--- src/rtl/load_align_if.sv ---
// Bundle of the request, memory-port and response signals around load_align_unit.
// The slave modport is the unit's view. The master modport is the core/memory environment's view.
interface load_align_if #(
  parameter int unsigned XLEN = 32
) ();
  logic            req_valid;
  logic            req_ready;
  logic [XLEN-1:0] req_addr;
  logic [2:0]      req_funct3;

  logic            mem_req;
  logic [XLEN-1:0] mem_addr;
  logic            mem_rvalid;
  logic [XLEN-1:0] mem_rdata;

  logic            rsp_valid;
  logic            rsp_ready;
  logic [XLEN-1:0] rsp_data;
  logic            rsp_fault;

  modport slave (
    input  req_valid, req_addr, req_funct3, mem_rvalid, mem_rdata, rsp_ready,
    output req_ready, mem_req, mem_addr, rsp_valid, rsp_data, rsp_fault
  );

  modport master (
    output req_valid, req_addr, req_funct3, mem_rvalid, mem_rdata, rsp_ready,
    input  req_ready, mem_req, mem_addr, rsp_valid, rsp_data, rsp_fault
  );
endinterface

--- src/rtl/load_align_unit.sv ---
// Load-data aligner: takes one load at a time and issues one or two word-aligned reads.
// It returns the extracted byte/half/word/double, sign- or zero-extended.
module load_align_unit #(
  parameter int unsigned XLEN          = 32,
  parameter bit          MISALIGNED_EN = 1'b1
) (
  input logic         clk,
  input logic         rst,
  load_align_if.slave bus
);

  localparam int unsigned B    = XLEN / 8;
  localparam int unsigned OffW = $clog2(B);
  localparam int unsigned EndW = OffW + 1;
  localparam int unsigned ShW  = $clog2(2 * XLEN);

  typedef enum logic [2:0] {StIdle, StReq0, StWait0, StReq1, StWait1, StResp} state_e;

  state_e          state_q, state_d;
  logic [XLEN-1:0] addr_q, addr_d;
  logic [1:0]      size_q, size_d;     // log2 of access size in bytes
  logic            uns_q, uns_d;
  logic            cross_q, cross_d;
  logic [XLEN-1:0] word0_q, word0_d;
  logic [XLEN-1:0] rsp_data_q, rsp_data_d;
  logic            rsp_fault_q, rsp_fault_d;

  logic            req_legal;
  logic [1:0]      req_size;
  logic            req_uns;
  logic [EndW-1:0] req_end;
  logic            req_cross;

  logic [XLEN-1:0]   aligned_addr;
  logic [XLEN-1:0]   mrg_w0, mrg_w1;
  logic [2*XLEN-1:0] shifted;
  logic [7:0]        nbits;
  logic [XLEN-1:0]   keep_mask;
  logic [ShW-1:0]    msb_idx;
  logic              sign_bit;
  logic [XLEN-1:0]   merged;

  // Decode the incoming funct3 into size/signedness and legality, and detect word crossing
  always_comb begin
    req_legal = 1'b1;
    req_size  = 2'd0;
    req_uns   = 1'b0;
    case (bus.req_funct3)
      3'b000: req_size = 2'd0;
      3'b001: req_size = 2'd1;
      3'b010: req_size = 2'd2;
      3'b011: begin
        req_size  = 2'd3;
        req_legal = (XLEN == 64);
      end
      3'b100: begin
        req_size = 2'd0;
        req_uns  = 1'b1;
      end
      3'b101: begin
        req_size = 2'd1;
        req_uns  = 1'b1;
      end
      3'b110: begin
        req_size  = 2'd2;
        req_uns   = 1'b1;
        req_legal = (XLEN == 64);
      end
      default: req_legal = 1'b0;
    endcase
    req_end   = {1'b0, bus.req_addr[OffW-1:0]} + (EndW'(1) << req_size);
    req_cross = req_end > EndW'(B);
  end

  // Merge {word1, word0}, shift down by the byte offset, then mask and extend to XLEN
  always_comb begin
    if (state_q == StWait1) begin
      mrg_w0 = word0_q;
      mrg_w1 = bus.mem_rdata;
    end else begin
      mrg_w0 = bus.mem_rdata;
      mrg_w1 = '0;
    end
    shifted   = {mrg_w1, mrg_w0} >> {addr_q[OffW-1:0], 3'b000};
    nbits     = 8'd8 << size_q;
    // A shift by the full width yields zero, so a full-width access keeps every bit
    keep_mask = ~({XLEN{1'b1}} << nbits);
    msb_idx   = ShW'(nbits - 8'd1);
    sign_bit  = ~uns_q & shifted[msb_idx];
    merged    = (shifted[XLEN-1:0] & keep_mask) | (~keep_mask & {XLEN{sign_bit}});
  end

  // Next-state and captured-data logic
  always_comb begin
    state_d     = state_q;
    addr_d      = addr_q;
    size_d      = size_q;
    uns_d       = uns_q;
    cross_d     = cross_q;
    word0_d     = word0_q;
    rsp_data_d  = rsp_data_q;
    rsp_fault_d = rsp_fault_q;
    unique case (state_q)
      StIdle: begin
        if (bus.req_valid) begin
          addr_d  = bus.req_addr;
          size_d  = req_size;
          uns_d   = req_uns;
          cross_d = req_cross;
          if (!req_legal || (req_cross && !MISALIGNED_EN)) begin
            rsp_data_d  = '0;
            rsp_fault_d = 1'b1;
            state_d     = StResp;
          end else begin
            state_d = StReq0;
          end
        end
      end
      StReq0: state_d = StWait0;
      StWait0: begin
        if (bus.mem_rvalid) begin
          word0_d = bus.mem_rdata;
          if (cross_q) begin
            state_d = StReq1;
          end else begin
            rsp_data_d  = merged;
            rsp_fault_d = 1'b0;
            state_d     = StResp;
          end
        end
      end
      StReq1: state_d = StWait1;
      StWait1: begin
        if (bus.mem_rvalid) begin
          rsp_data_d  = merged;
          rsp_fault_d = 1'b0;
          state_d     = StResp;
        end
      end
      StResp: begin
        if (bus.rsp_ready) state_d = StIdle;
      end
      default: state_d = StIdle;
    endcase
  end

  // State and datapath registers, cleared asynchronously
  always_ff @(posedge clk or posedge rst) begin
    if (rst) begin
      state_q     <= StIdle;
      addr_q      <= '0;
      size_q      <= 2'd0;
      uns_q       <= 1'b0;
      cross_q     <= 1'b0;
      word0_q     <= '0;
      rsp_data_q  <= '0;
      rsp_fault_q <= 1'b0;
    end else begin
      state_q     <= state_d;
      addr_q      <= addr_d;
      size_q      <= size_d;
      uns_q       <= uns_d;
      cross_q     <= cross_d;
      word0_q     <= word0_d;
      rsp_data_q  <= rsp_data_d;
      rsp_fault_q <= rsp_fault_d;
    end
  end

  assign aligned_addr = {addr_q[XLEN-1:OffW], {OffW{1'b0}}};

  // Handshake and memory-port outputs decoded from the state
  always_comb begin
    bus.req_ready = (state_q == StIdle) && !rst;
    bus.mem_req   = (state_q == StReq0) || (state_q == StReq1);
    bus.mem_addr  = '0;
    if (state_q == StReq0) bus.mem_addr = aligned_addr;
    if (state_q == StReq1) bus.mem_addr = aligned_addr + XLEN'(B);  // wraps modulo 2^XLEN
    bus.rsp_valid = (state_q == StResp);
    bus.rsp_data  = rsp_data_q;
    bus.rsp_fault = rsp_fault_q;
  end

endmodule

--- src/flat_wrapper.sv ---
// flat-port wrapper written by rule: the top's interface ports become plain ports
module load_align_unit_flat 
#(
  parameter int unsigned XLEN          = 32,
  parameter bit          MISALIGNED_EN = 1'b1
)
  (clk, rst, bus_req_valid, bus_req_addr, bus_req_funct3, bus_mem_rvalid, bus_mem_rdata, bus_rsp_ready, bus_req_ready, bus_mem_req, bus_mem_addr, bus_rsp_valid, bus_rsp_data, bus_rsp_fault);
  load_align_if #(.XLEN(XLEN)) bus_i ();
  input logic clk;
  input logic rst;
  input wire logic [$bits(bus_i.req_valid)-1:0] bus_req_valid;
  input wire logic [$bits(bus_i.req_addr)-1:0] bus_req_addr;
  input wire logic [$bits(bus_i.req_funct3)-1:0] bus_req_funct3;
  input wire logic [$bits(bus_i.mem_rvalid)-1:0] bus_mem_rvalid;
  input wire logic [$bits(bus_i.mem_rdata)-1:0] bus_mem_rdata;
  input wire logic [$bits(bus_i.rsp_ready)-1:0] bus_rsp_ready;
  output wire logic [$bits(bus_i.req_ready)-1:0] bus_req_ready;
  output wire logic [$bits(bus_i.mem_req)-1:0] bus_mem_req;
  output wire logic [$bits(bus_i.mem_addr)-1:0] bus_mem_addr;
  output wire logic [$bits(bus_i.rsp_valid)-1:0] bus_rsp_valid;
  output wire logic [$bits(bus_i.rsp_data)-1:0] bus_rsp_data;
  output wire logic [$bits(bus_i.rsp_fault)-1:0] bus_rsp_fault;
  assign bus_i.req_valid = bus_req_valid;
  assign bus_i.req_addr = bus_req_addr;
  assign bus_i.req_funct3 = bus_req_funct3;
  assign bus_i.mem_rvalid = bus_mem_rvalid;
  assign bus_i.mem_rdata = bus_mem_rdata;
  assign bus_i.rsp_ready = bus_rsp_ready;
  assign bus_req_ready = bus_i.req_ready;
  assign bus_mem_req = bus_i.mem_req;
  assign bus_mem_addr = bus_i.mem_addr;
  assign bus_rsp_valid = bus_i.rsp_valid;
  assign bus_rsp_data = bus_i.rsp_data;
  assign bus_rsp_fault = bus_i.rsp_fault;
  load_align_unit #(.XLEN(XLEN), .MISALIGNED_EN(MISALIGNED_EN)) u_core (.clk(clk), .rst(rst), .bus(bus_i));
endmodule
--- config.mk ---
export PLATFORM = sky130hd
export DESIGN_NAME = load_align_unit_flat
export DESIGN_NICKNAME = d
export VERILOG_FILES = /design/src/rtl/load_align_if.sv /design/src/rtl/load_align_unit.sv /design/src/flat_wrapper.sv
export SDC_FILE = /design/constraint.sdc
export NUM_CORES = 1
export LEC_CHECK = 0
export BUFFER_PORTS_ARGS = -buffer_cell sky130_fd_sc_hd__buf_4
export CAP_MARGIN = 10
export CORE_MARGIN = 8
export CORE_UTILIZATION = 59
export CTS_CLUSTER_DIAMETER = 120
export CTS_CLUSTER_SIZE = 30
export DETAILED_ROUTE_END_ITERATION = 12
export GPL_TIMING_DRIVEN = 0
export PLACE_DENSITY = 0.88
export SLEW_MARGIN = 25
export SYNTH_ARGS = -nofsm -noshare
export SYNTH_HDL_FRONTEND = slang
export SYNTH_SLANG_ARGS = --single-unit
--- constraint.sdc ---
create_clock -name clk -period 7.4 [get_ports clk]
set_clock_uncertainty 0.15 [all_clocks]
set_input_delay 0.74 -clock clk [delete_from_list [all_inputs] [get_ports clk]]
set_output_delay 0.74 -clock clk [all_outputs]
set_load 0.02 [all_outputs]
* Yosys cells after proc, flatten, opt, wreduce, memory -nomap -nowiden
Index checks and enable logic that the tools add are counted.
Widths: inputs -> output; s select.
** Operators by class
- Shift operators :: 4
- Eq/ne operators :: 17
- Order comparisons :: 2
- Bitwise gates (word level) :: 7
- Muxes and demuxes :: 28
- Reduce and logical (&&, ||, !) cells :: 14
- Add/subtract/negate cells :: 3
** Operators by type and width (number)
- $mux 32 :: 9
- $pmux 32 s3 :: 1
- $and 32x32->32 :: 2
- $not 32->32 :: 2
- $shr 64x5->64 :: 1
- $add 32x3->32 const B :: 1
- $or 32x32->32 :: 1
- $shl 32x8->32 const A :: 1
- $mux 3 :: 6
- $pmux 3 s6 :: 1
- $eq 3x3->1 const B :: 5
- $eq 3x2->1 const B :: 4
- $ne 2x2->1 const B :: 6
- $mux 1 :: 8
- $shl 4x2->8 const A :: 1
- $lt 6x7->1 const B :: 1
- $bmux 1 s6 :: 1
- $eq 3x1->1 const B :: 2
- $logic_not 3->1 :: 2
- $pmux 2 s3 :: 1
- $reduce_and 6->1 :: 1
- $sub 6x1->6 const B :: 1
- $reduce_or 5->1 :: 1
- $reduce_and 2->1 :: 2
- other kinds (13) :: 14
** Word-level totals
- Bits in registers :: 104
- Output and inout port bits :: 68
- Word-level logic and storage cells :: 83
- Bits of input ports :: 72

* Logic depth before layout (Yosys ltp)
Gate-level depths: netlist (run 1).
- Depth after elaboration :: 11
- Mapped depth :: 9
- Depth with buffers taken out :: 8

* Worst setup path before layout (run 1)
No wires, ideal clock.
- Path type :: reg-to-output
- From :: reg u_core.addr_q[2]
- To :: out bus_mem_addr[16]
- Path buffers :: 1
- Stages on the path, launching flop included :: 7
- Data required time :: 6.510 ns
- Data arrival time :: 2.037 ns
- Setup slack :: 4.473 ns
- Cell sequence :: dfrtp_1 -> ha_1 -> nand3_2 -> or4_4 -> buf_6 -> or3_1 -> a21oi_1
** On the way
- Longest elaborated chain between the ends :: 2
** Ends and longest elaborated chain
- from (decl) :: line load_align_unit.sv:20 : logic [XLEN-1:0] addr_q, addr_d;
- from (signal assigned) :: line load_align_unit.sv:160 : addr_q <= addr_d;
- $add 32x3->32 :: line load_align_unit.sv:178 : if (state_q == StReq1) bus.mem_addr = aligned_addr + XLEN'(B);
- $mux 32 :: line load_align_unit.sv:178
- to (decl) :: line flat_wrapper.sv:19 : output wire logic [$bits(bus_i.mem_addr)-1:0] bus_mem_addr;
Every way passes these cells.

* Worst setup path after layout (run 1)
- From :: reg u_core.state_q[1]
- To :: out bus_mem_addr[31]
** On the way
- Longest elaborated chain between the ends :: 3
- Elaborated cells between the ends (all ways) :: 4
- Classes of those cells :: eq/ne: 2; mux: 2
** Ends and longest elaborated chain
- from (decl) :: line load_align_unit.sv:19 : state_e state_q, state_d;
- from (signal assigned) :: line load_align_unit.sv:150 : state_q <= StIdle;
- from (signal assigned) :: line load_align_unit.sv:159 : state_q <= state_d;
- $eq 3x1->1 :: line load_align_unit.sv:177 : if (state_q == StReq0) bus.mem_addr = aligned_addr;
- $mux 32 :: line load_align_unit.sv:177
- $mux 32 * :: line load_align_unit.sv:178
Every way passes the cells marked *; elsewhere a longest branch is shown, timed or not.

==> results of run 1 <==
## final cells by class
| cell class | instances | area (um^2) | share of cell area [%] |
|---|---|---|---|
| Sequential cell | 104 | 2603 | 34.07 |
| Clock buffer | 9 | 123.9 | 1.622 |
| Timing Repair Buffer | 138 | 1049 | 13.73 |
| Inverter | 16 | 65.06 | 0.8518 |
| Clock inverter | 7 | 47.55 | 0.6224 |
| Multi-Input combinational cell | 439 | 3377 | 44.21 |
| Tap cell | 136 | 170.2 | 2.228 |
| Buffer | 39 | 203.9 | 2.670 |
## flip-flops by register name (all words and copies together), names as in the netlist
name,count
u_core.cross_q,1
u_core.uns_q,1
u_core.bus.rsp_data,32
u_core.word0_q,32
u_core.bus.rsp_fault,1
u_core.addr_q,32
u_core.size_q,2
u_core.state_q,3
## final timing paths
| check | startpoint | endpoint | slack, ns | cells past startpoint |
|---|---|---|---|---|
| min in group clk | u_core.word0_q[17] | u_core.word0_q[17] | 0.35 | 1 |
| worst min register to register | u_core.word0_q[17] | u_core.word0_q[17] | 0.35 | 1 |
| worst max register to register | u_core.addr_q[1] | u_core.bus.rsp_data[16] | 4.74 | 7 |
| worst max-delay path | u_core.state_q[1] | bus_mem_addr[31] | 3.88 | 8 |
| worst min-delay path | rst | u_core.addr_q[6] | 0.28 | 2 |
| max in group asynchronous | rst | u_core.bus.rsp_data[25] | 6.18 | 3 |
## cell usage after synthesis, types with 2 or more instances
cell        n
dfrtp_1   104
mux2_1     59
nand2_1    57
mux2i_1    54
o21ai_1    33
nor2_1     32
nand3_1    25
xnor2_1    23
mux2_2     19
a21oi_1    16
inv_1      15
buf_2      13
clkbuf_1   13
nor3_1     12
nor2b_1    10
o21ai_0    10
a22oi_1     9
mux4_2      8
and2_1      7
nor4_2      6
o311a_1     6
buf_1       5
buf_4       5
and3_1      4
nand2b_1    4
nand4_1     4
nor4_1      4
xor2_1      4
buf_6       3
nor3_2      3
or3_1       3
a222oi_1    2
ha_1        2
nor3b_1     2
## logic make-up (layout without fill, tap and decap cells)
family,count (synthesis),in the layout
buffers and inverters,55,209
other,1,2
adder cells (fa/ha/maj),3,3
AND/OR/NAND/NOR,181,181
XOR/XNOR,27,27
flip-flops,104,104
multiplexers,140,140
AO/OA/AOI/OAI,86,86
## layer usage
layer / share of wire, % / up-vias
met4: 4.2 / 0
li1: - / 2436
met1: 40 / 2634
met5: 0 / -
met2: 47 / 317
met3: 8.4 / 69
## worst max-delay path: stages (launching register included)
cell and delay (ns):
dfrtp_1 0.35, buf_4 0.17, nand4_1 0.21, or4_1 0.49, buf_2 0.23, nor4_2 0.40, xnor2_1 0.17, nor2_1 0.06
buf_4 0.18
## cell usage in the layout (no fill, tap or decap), types with 5 or more instances in the layout
master | synthesis | routed
clkbuf_8 | 0 | 9
o21ai_1 | 33 | 33
inv_1 | 15 | 14
xnor2_1 | 23 | 23
nor3_1 | 12 | 12
buf_1 | 5 | 5
buf_2 | 13 | 13
nand2_1 | 57 | 57
mux2_2 | 19 | 19
nand3_1 | 25 | 25
clkbuf_1 | 13 | 13
o21ai_0 | 10 | 10
a21oi_1 | 16 | 16
o311a_1 | 6 | 6
dfrtp_1 | 104 | 104
nor4_2 | 6 | 6
buf_4 | 5 | 142
and2_1 | 7 | 7
mux2i_1 | 54 | 54
nor2b_1 | 10 | 10
a22oi_1 | 9 | 9
mux4_2 | 8 | 8
nor2_1 | 32 | 32
mux2_1 | 59 | 59
## power breakdown
part / total [mW] / switching, mW / internal [mW]
clock network: 0.327 / 0.204 / 0.122
logic: 1.73 / 0.978 / 0.749
registers: 1.05 / 0.215 / 0.832
total: 3.10 / 1.40 / 1.70
## through the flow
step                      cells  cell area [um^2]  total power, mW  hold WS [ns]  setup WS, ns
final                       888              7639            3.101        0.2845         3.877
after global routing        888              7639            3.270        0.3316         3.715
after CTS                   888              7639            3.078        0.3026         3.921
after detailed placement    872              7467            2.755        0.3266         4.350
after global placement      871              7442            2.680        0.3179         2.632
after floorplan             598              6243            2.173        0.3074         3.778
==> summary.txt, run 1 <==
Global routing
  • M1 GR Usage: 30.51%
  • Met2 GRT Util: 40.34%
  • Largest net degree at the start of global routing: 60
  • Initial antenna violation count: 0
  • Vias in the first global route: 5,676
  • Total GRT Usage: 24.81%
  • M3 GR Usage: 5.243%
  • First-pass GRT wire length: 28,460 um
  • Most used routing layer in global routing: met2
  • Grt ovf: 0

Setup path
  • Critical Path RT: 6.51 ns
  • Worst Setup End Kind: output pin
  • Crit path max fanout: 10
  • Kind of critical path: register to output pin
  • Critical path arrival: 2.63 ns
  • Startpoint Class: register

Routing
  • Routed WL per cell: 20.09 um
  • Drt first pass iters: 8
  • Via density: 6.144
  • Vias: 5,456
  • Antenna Nets Post-Route: 0
  • Initial DRC Count: 526
  • # DRC: 0
  • Total Wirelength: 17,840 um

Yosys
  • Simple-Gate Fraction of Synth Area: 15.32%
  • Area leader, netlist: dfrtp_1
  • Adder-cell share of the synthesized area: 0.7219%
  • Seq cells post-synth: 104
  • Syn Inst Count: 597
  • Compound-gate portion of the synthesized area: 8.542%
  • Largest cells by area after synthesis: dfrtp_1, mux2_1, mux2i_1
  • Ys async rst share: 100.0%
  • EDFF count, synth: 0
  • Post-synthesis sequential area ratio: 41.71%
  • Mux cell area share after synthesis: 25.63%
  • Top_reg_cell synth: dfrtp_1
  • Synth warn: 0
  • Post-synth top area share: 41.71%
  • Main combinational cell family by area after synthesis: multiplexers
  • Synthesized area: 0.006240 mm^2
  • XOR/XNOR share of the synthesized area: 3.790%
  • Syn avg cell area: 10.45 um^2
  • Post-synth cell types: 55

Clock tree
  • Clock transition at path regs: 0.10 ns
  • Post CTS Setup Buffer Count: 0
  • H-tree depth: 3
  • Clock Path Buffers: 2
  • Hold Buf Count CTS: 0
  • Clock Sinks: 104
  • Root Buffer: clkbuf_8
  • Num CTS Buffers: 9
  • TritonCTS clock tree: built
  • Resized cells post-CTS: 0
  • Latest clock arrival within the worst-skew pair: 0.37 ns

Run
  • Max-Cap Viols: 0

Placement
  • Placer Congestion: 0.9321
  • DP Wirelength: 13,510 um
  • I/O Buffers: 137

Die
  • IO Pins: 140
  • Total die area: 0.01412 mm^2
  • Starting Density: 60.71%
  • Core Region: 0.01028 mm^2
  • Std cell rows: 37
  • Die Wd: 118.8 um
  • Die height: 118.8 um

Outcome
  • Status: complete, no violations

Power
  • Pwr Density: 406.0 mW/mm^2
  • Maximum vdd ir drop: 0.2333 mV
  • P_leak: 3.383 nW

Finish
  • Area Overhead vs Synth: 22.42%
  • ANT cells: 0
  • Filler cells: 707
  • Final Util: 74.32%
  • Layout cell share with drive strength beyond 1: 29.12%
  • Nets: 822

Timing
  • Final setup vio count: 0
  • Slew headroom: 33.55%
  • RSZ-0062 raised after global routing: no
  • Period minus WS final: 3.523 ns
  • Crit share post-route: 47.61%
  • Peak Freq: 283.8 MHz
  • Hold Vio Cnt, Final: 0
  • Worst-margin pin slew: 0.9941 ns
  • Final setup TNS: 0 ns
  • Max-slew violations: 0

Min path
  • Hold Path Class: input port to async pin
Note: power is estimated with default switching activity, not from simulation.
==> run 2: changes to the inputs <==
ABC_AREA = 1   (was default)
CORE_UTILIZATION = 55   (was 59)
PLACE_DENSITY = 0.83   (was 0.88)
clock period = 3.57 ns   (was 7.4 ns; I/O delays follow)
==> summary.txt, run 2 <==
Yosys
  • Most frequent cells after synthesis: nand2_1, o21ai_0, dfrtp_1
  • Compound-gate portion of the synthesized area: 19.11% (+11 points)
  • Adder-cell share of the synthesized area: 0.6997% (-0.022 points)
  • Area leader, netlist: dfrtp_1
  • Syn Inst Count: 931 (+56%)
  • Seq cells post-synth: 104 (unchanged)
  • Post-synth top area share: 40.43% (-1.3 points)
  • EDFF count, synth: 0 (unchanged)
  • Synthesized area: 0.006437 mm^2 (+3.2%)
  • Largest cells by area after synthesis: dfrtp_1, nand2_1, o21ai_0
  • Synth warn: 0 (unchanged)
  • Main combinational cell family by area after synthesis: simple AND/OR/NAND/NOR gates
  • Top_reg_cell synth: dfrtp_1
  • Simple-Gate Fraction of Synth Area: 29.47% (+14 points)
  • Mux cell area share after synthesis: 0.1749% (-25 points)
  • Ys async rst share: 100.0% (unchanged)
  • Post-synthesis sequential area ratio: 40.43% (-1.3 points)
  • Count leader, synth: nand2_1
  • Syn avg cell area: 6.915 um^2 (-34%)
  • XOR/XNOR share of the synthesized area: 0.9524% (-2.8 points)
  • Post-synth cell types: 47 (-15%)

Die
  • Die Wd: 124.2 um (+4.5%)
  • Std cell rows: 39 (+5.4%)
  • Starting Density: 56.38% (-4.3 points)
  • Core Region: 0.01142 mm^2 (+11%)
  • Die height: 124.2 um (+4.5%)
  • Total die area: 0.01542 mm^2 (+9.2%)
  • IO Pins: 140 (unchanged)

Setup path
  • CP max stage cell: dfrtp_1
  • R2R cell count: 11 (+4)
  • Critical path arrival: 2.64 ns (about the same)
  • Worst Setup End Kind: output pin
  • Crit-path max cell delay: 0.46 ns (-0.03 ns)
  • Reg2reg start: u_core.state_q[1]
  • Crit path top cell by count: inv_1
  • Worst reg2reg endpoint: u_core.bus.rsp_data[22]
  • Flop2flop setup slack: 1.08 ns (-3.66 ns)
  • Crit path max fanout: 10 (unchanged)
  • CP cell instances: inv_1, nor2_1, inv_1, clkbuf_1, nor2_1, inv_1, o21ai_0, buf_4
  • Kind of critical path: register to output pin
  • Critical Path RT: 3.06 ns (-3.45 ns)
  • Startpoint Class: register

Routing
  • Antenna Nets Post-Route: 0 (unchanged)
  • Total Wirelength: 21,430 um (+20%)
  • Met3 wire length: 1659 um (+10%)
  • Wl on met1: 8649 um (+21%)
  • Via density: 5.719 (-6.9%)
  • Met2 routed WL: 10,300 um (+22%)
  • # DRC: 0 (unchanged)
  • Vias: 7,034 (+29%)
  • Initial DRC Count: 731 (+39%)
  • Routed WL per cell: 17.42 um (-13%)
  • Uppermost routed layer: met4
  • Drt first pass iters: 5 (-3)

Timing
  • Worst hold slack: 0.02940 ns (-0.2551 ns)
  • Peak Freq: 317.7 MHz
  • Worst-margin pin slew: 0.6114 ns (-0.3827 ns)
  • Slew headroom: 59.24% (+26 points)
  • Crit share post-route: 88.17%
  • Fin worst setup slack: 0.4223 ns (-3.455 ns)
  • Final setup vio count: 0 (unchanged)
  • Final setup TNS: 0 ns (unchanged)
  • Period minus WS final: 3.148 ns
  • Hold Vio Cnt, Final: 0 (unchanged)
  • Max-slew violations: 0 (unchanged)
  • RSZ-0062 raised after global routing: no

Global routing
  • First-pass GRT wire length: 34,270 um (+20%)
  • Largest net degree at the start of global routing: 64 (+6.7%)
  • Total GRT Usage: 28.51% (+3.7 points)
  • Vias in the first global route: 6,955 (+23%)
  • Grt ovf: 0 (unchanged)
  • Initial antenna violation count: 0 (unchanged)

Min path
  • Worst Hold End: u_core.addr_q[8]
  • WHS Path Cells: 3
  • Hold Path Class: input port to register
  • Hold Startpoint: bus_req_addr[8]

Placement
  • # placed instances: 1,213 (+39%)
  • I/O Buffers: 137 (unchanged)
  • Placer Congestion: 0.9624 (+3.3%)
  • DP Wirelength: 16,740 um (+24%)
  • Pre-CTS WS: 0.8936 ns (-3.457 ns)

Finish
  • Nets: 1,157 (+41%)
  • Area Overhead vs Synth: 23.93%
  • Layout cell share with drive strength beyond 1: 17.02% (-12 points)
  • ANT cells: 0 (unchanged)
  • Final Util: 69.87% (-4.5 points)
  • Commonest non-fill, non-tap cell in the layout: nand2_1
  • Non-filler cells in the finished layout: 1,230 (+39%)
  • Most frequent cells in the layout: nand2_1, buf_4, o21ai_0

Clock tree
  • Clock Sinks: 104 (unchanged)
  • Num CTS Buffers: 9 (unchanged)
  • Clock Path Buffers: 2 (unchanged)
  • TritonCTS clock tree: built
  • Latest clock arrival within the worst-skew pair: 0.36 ns (about the same)
  • Root Buffer: clkbuf_16
  • H-tree depth: 3 (unchanged)
  • Clock transition at path regs: 0.08 ns (-0.02 ns)

Run
  • Max-Cap Viols: 0 (unchanged)

Outcome
  • Status: complete, no violations

Power
  • Maximum vdd ir drop: 0.6434 mV (+180%)
  • P_leak: 4.059 nW (+20%)
  • Pwr Density: 872.2 mW/mm^2 (+110%)
==> run 2: cell count changes after synthesis, sizes merged, moves of 17 or more <==
cell	previous run	this run
xnor2	23	1
inv	16	87
nor2	32	53
clkbuf	13	30
nand3	26	67
mux2	78	1
a21oi	16	57
o21ai	44	136
nand2	57	293
mux2i	54	0
==> run 2: worst max-delay path by stage <==
stage                 startpoint           endpoint  slack (ns)  cells after the start
2_1_floorplan                rst   u_core.addr_q[0]        0.33                      1
3_3_place_gp                 rst  u_core.word0_q[0]       -0.88                      2
3_5_place_dp   u_core.state_q[0]   bus_mem_addr[30]        0.89                      8
4_1_cts        u_core.state_q[0]    bus_mem_addr[2]        0.45                      8
5_1_grt        u_core.state_q[0]    bus_mem_addr[2]        0.26                      8
6_report       u_core.state_q[0]   bus_mem_addr[30]        0.42                      8
==> run 2: repair_timing <==
action                    in CTS  in global routing
resized for setup              0                  0
hold buffers                   1                  0
setup buffers                  0                  0
hold endpoints to repair      41                  0
==> run 2: final cells by class <==
type | instances | area, um^2
repair buffers | 139 | 1066
flip-flops and latches | 104 | 2603
inverters | 88 | 335.3
fillers | 1022 | 3441
well taps | 143 | 178.9
clock inverters | 7 | 61.31
plain buffers | 51 | 256.5
clock buffers | 9 | 225.2
multi-input cells | 689 | 3252
==> run 2: critical path, delay by kind of cell (launching register included) <==
family / cells / cell delay (ns)
DFF: 1 / 0.46
buffers and inverters: 5 / 0.88
AOI/OAI and AO/OA: 1 / 0.32
and+or+nand+nor: 2 / 0.62
==> run 2: cells by family (layout without fill, tap and decap cells) <==
logic type	count (synthesis)	count (layout)
XOR/XNOR	7	7
flip-flops	104	104
multiplexers	1	1
other	1	2
AO/OA/AOI/OAI	223	223
buffers and inverters	139	294
AND/OR/NAND/NOR	453	453
adder cells (fa/ha/maj)	3	3
==> run 2: per-stage QoR <==
stage	power (mW)	cell area (um^2)
after floorplan	4.576	6441
after global placement	5.838	7649
after detailed placement	5.909	7681
after CTS	6.907	7978
after global routing	7.479	7978
final	6.958	7978
==> run 2: routing by layer <==
layer | track usage [%] | vias up
met5 | 0 | -
met4 | 12.42 | 0
met3 | 7.253 | 78
met2 | 47.61 | 332
met1 | 34.17 | 3254
li1 | - | 3370
==> run 2: power by group <==
| group | internal [mW] | switching [mW] |
|---|---|---|
| Sequential | 1.69 | 0.383 |
| Combinational | 1.30 | 2.61 |
| Clock | 0.487 | 0.483 |
| Total | 3.48 | 3.48 |
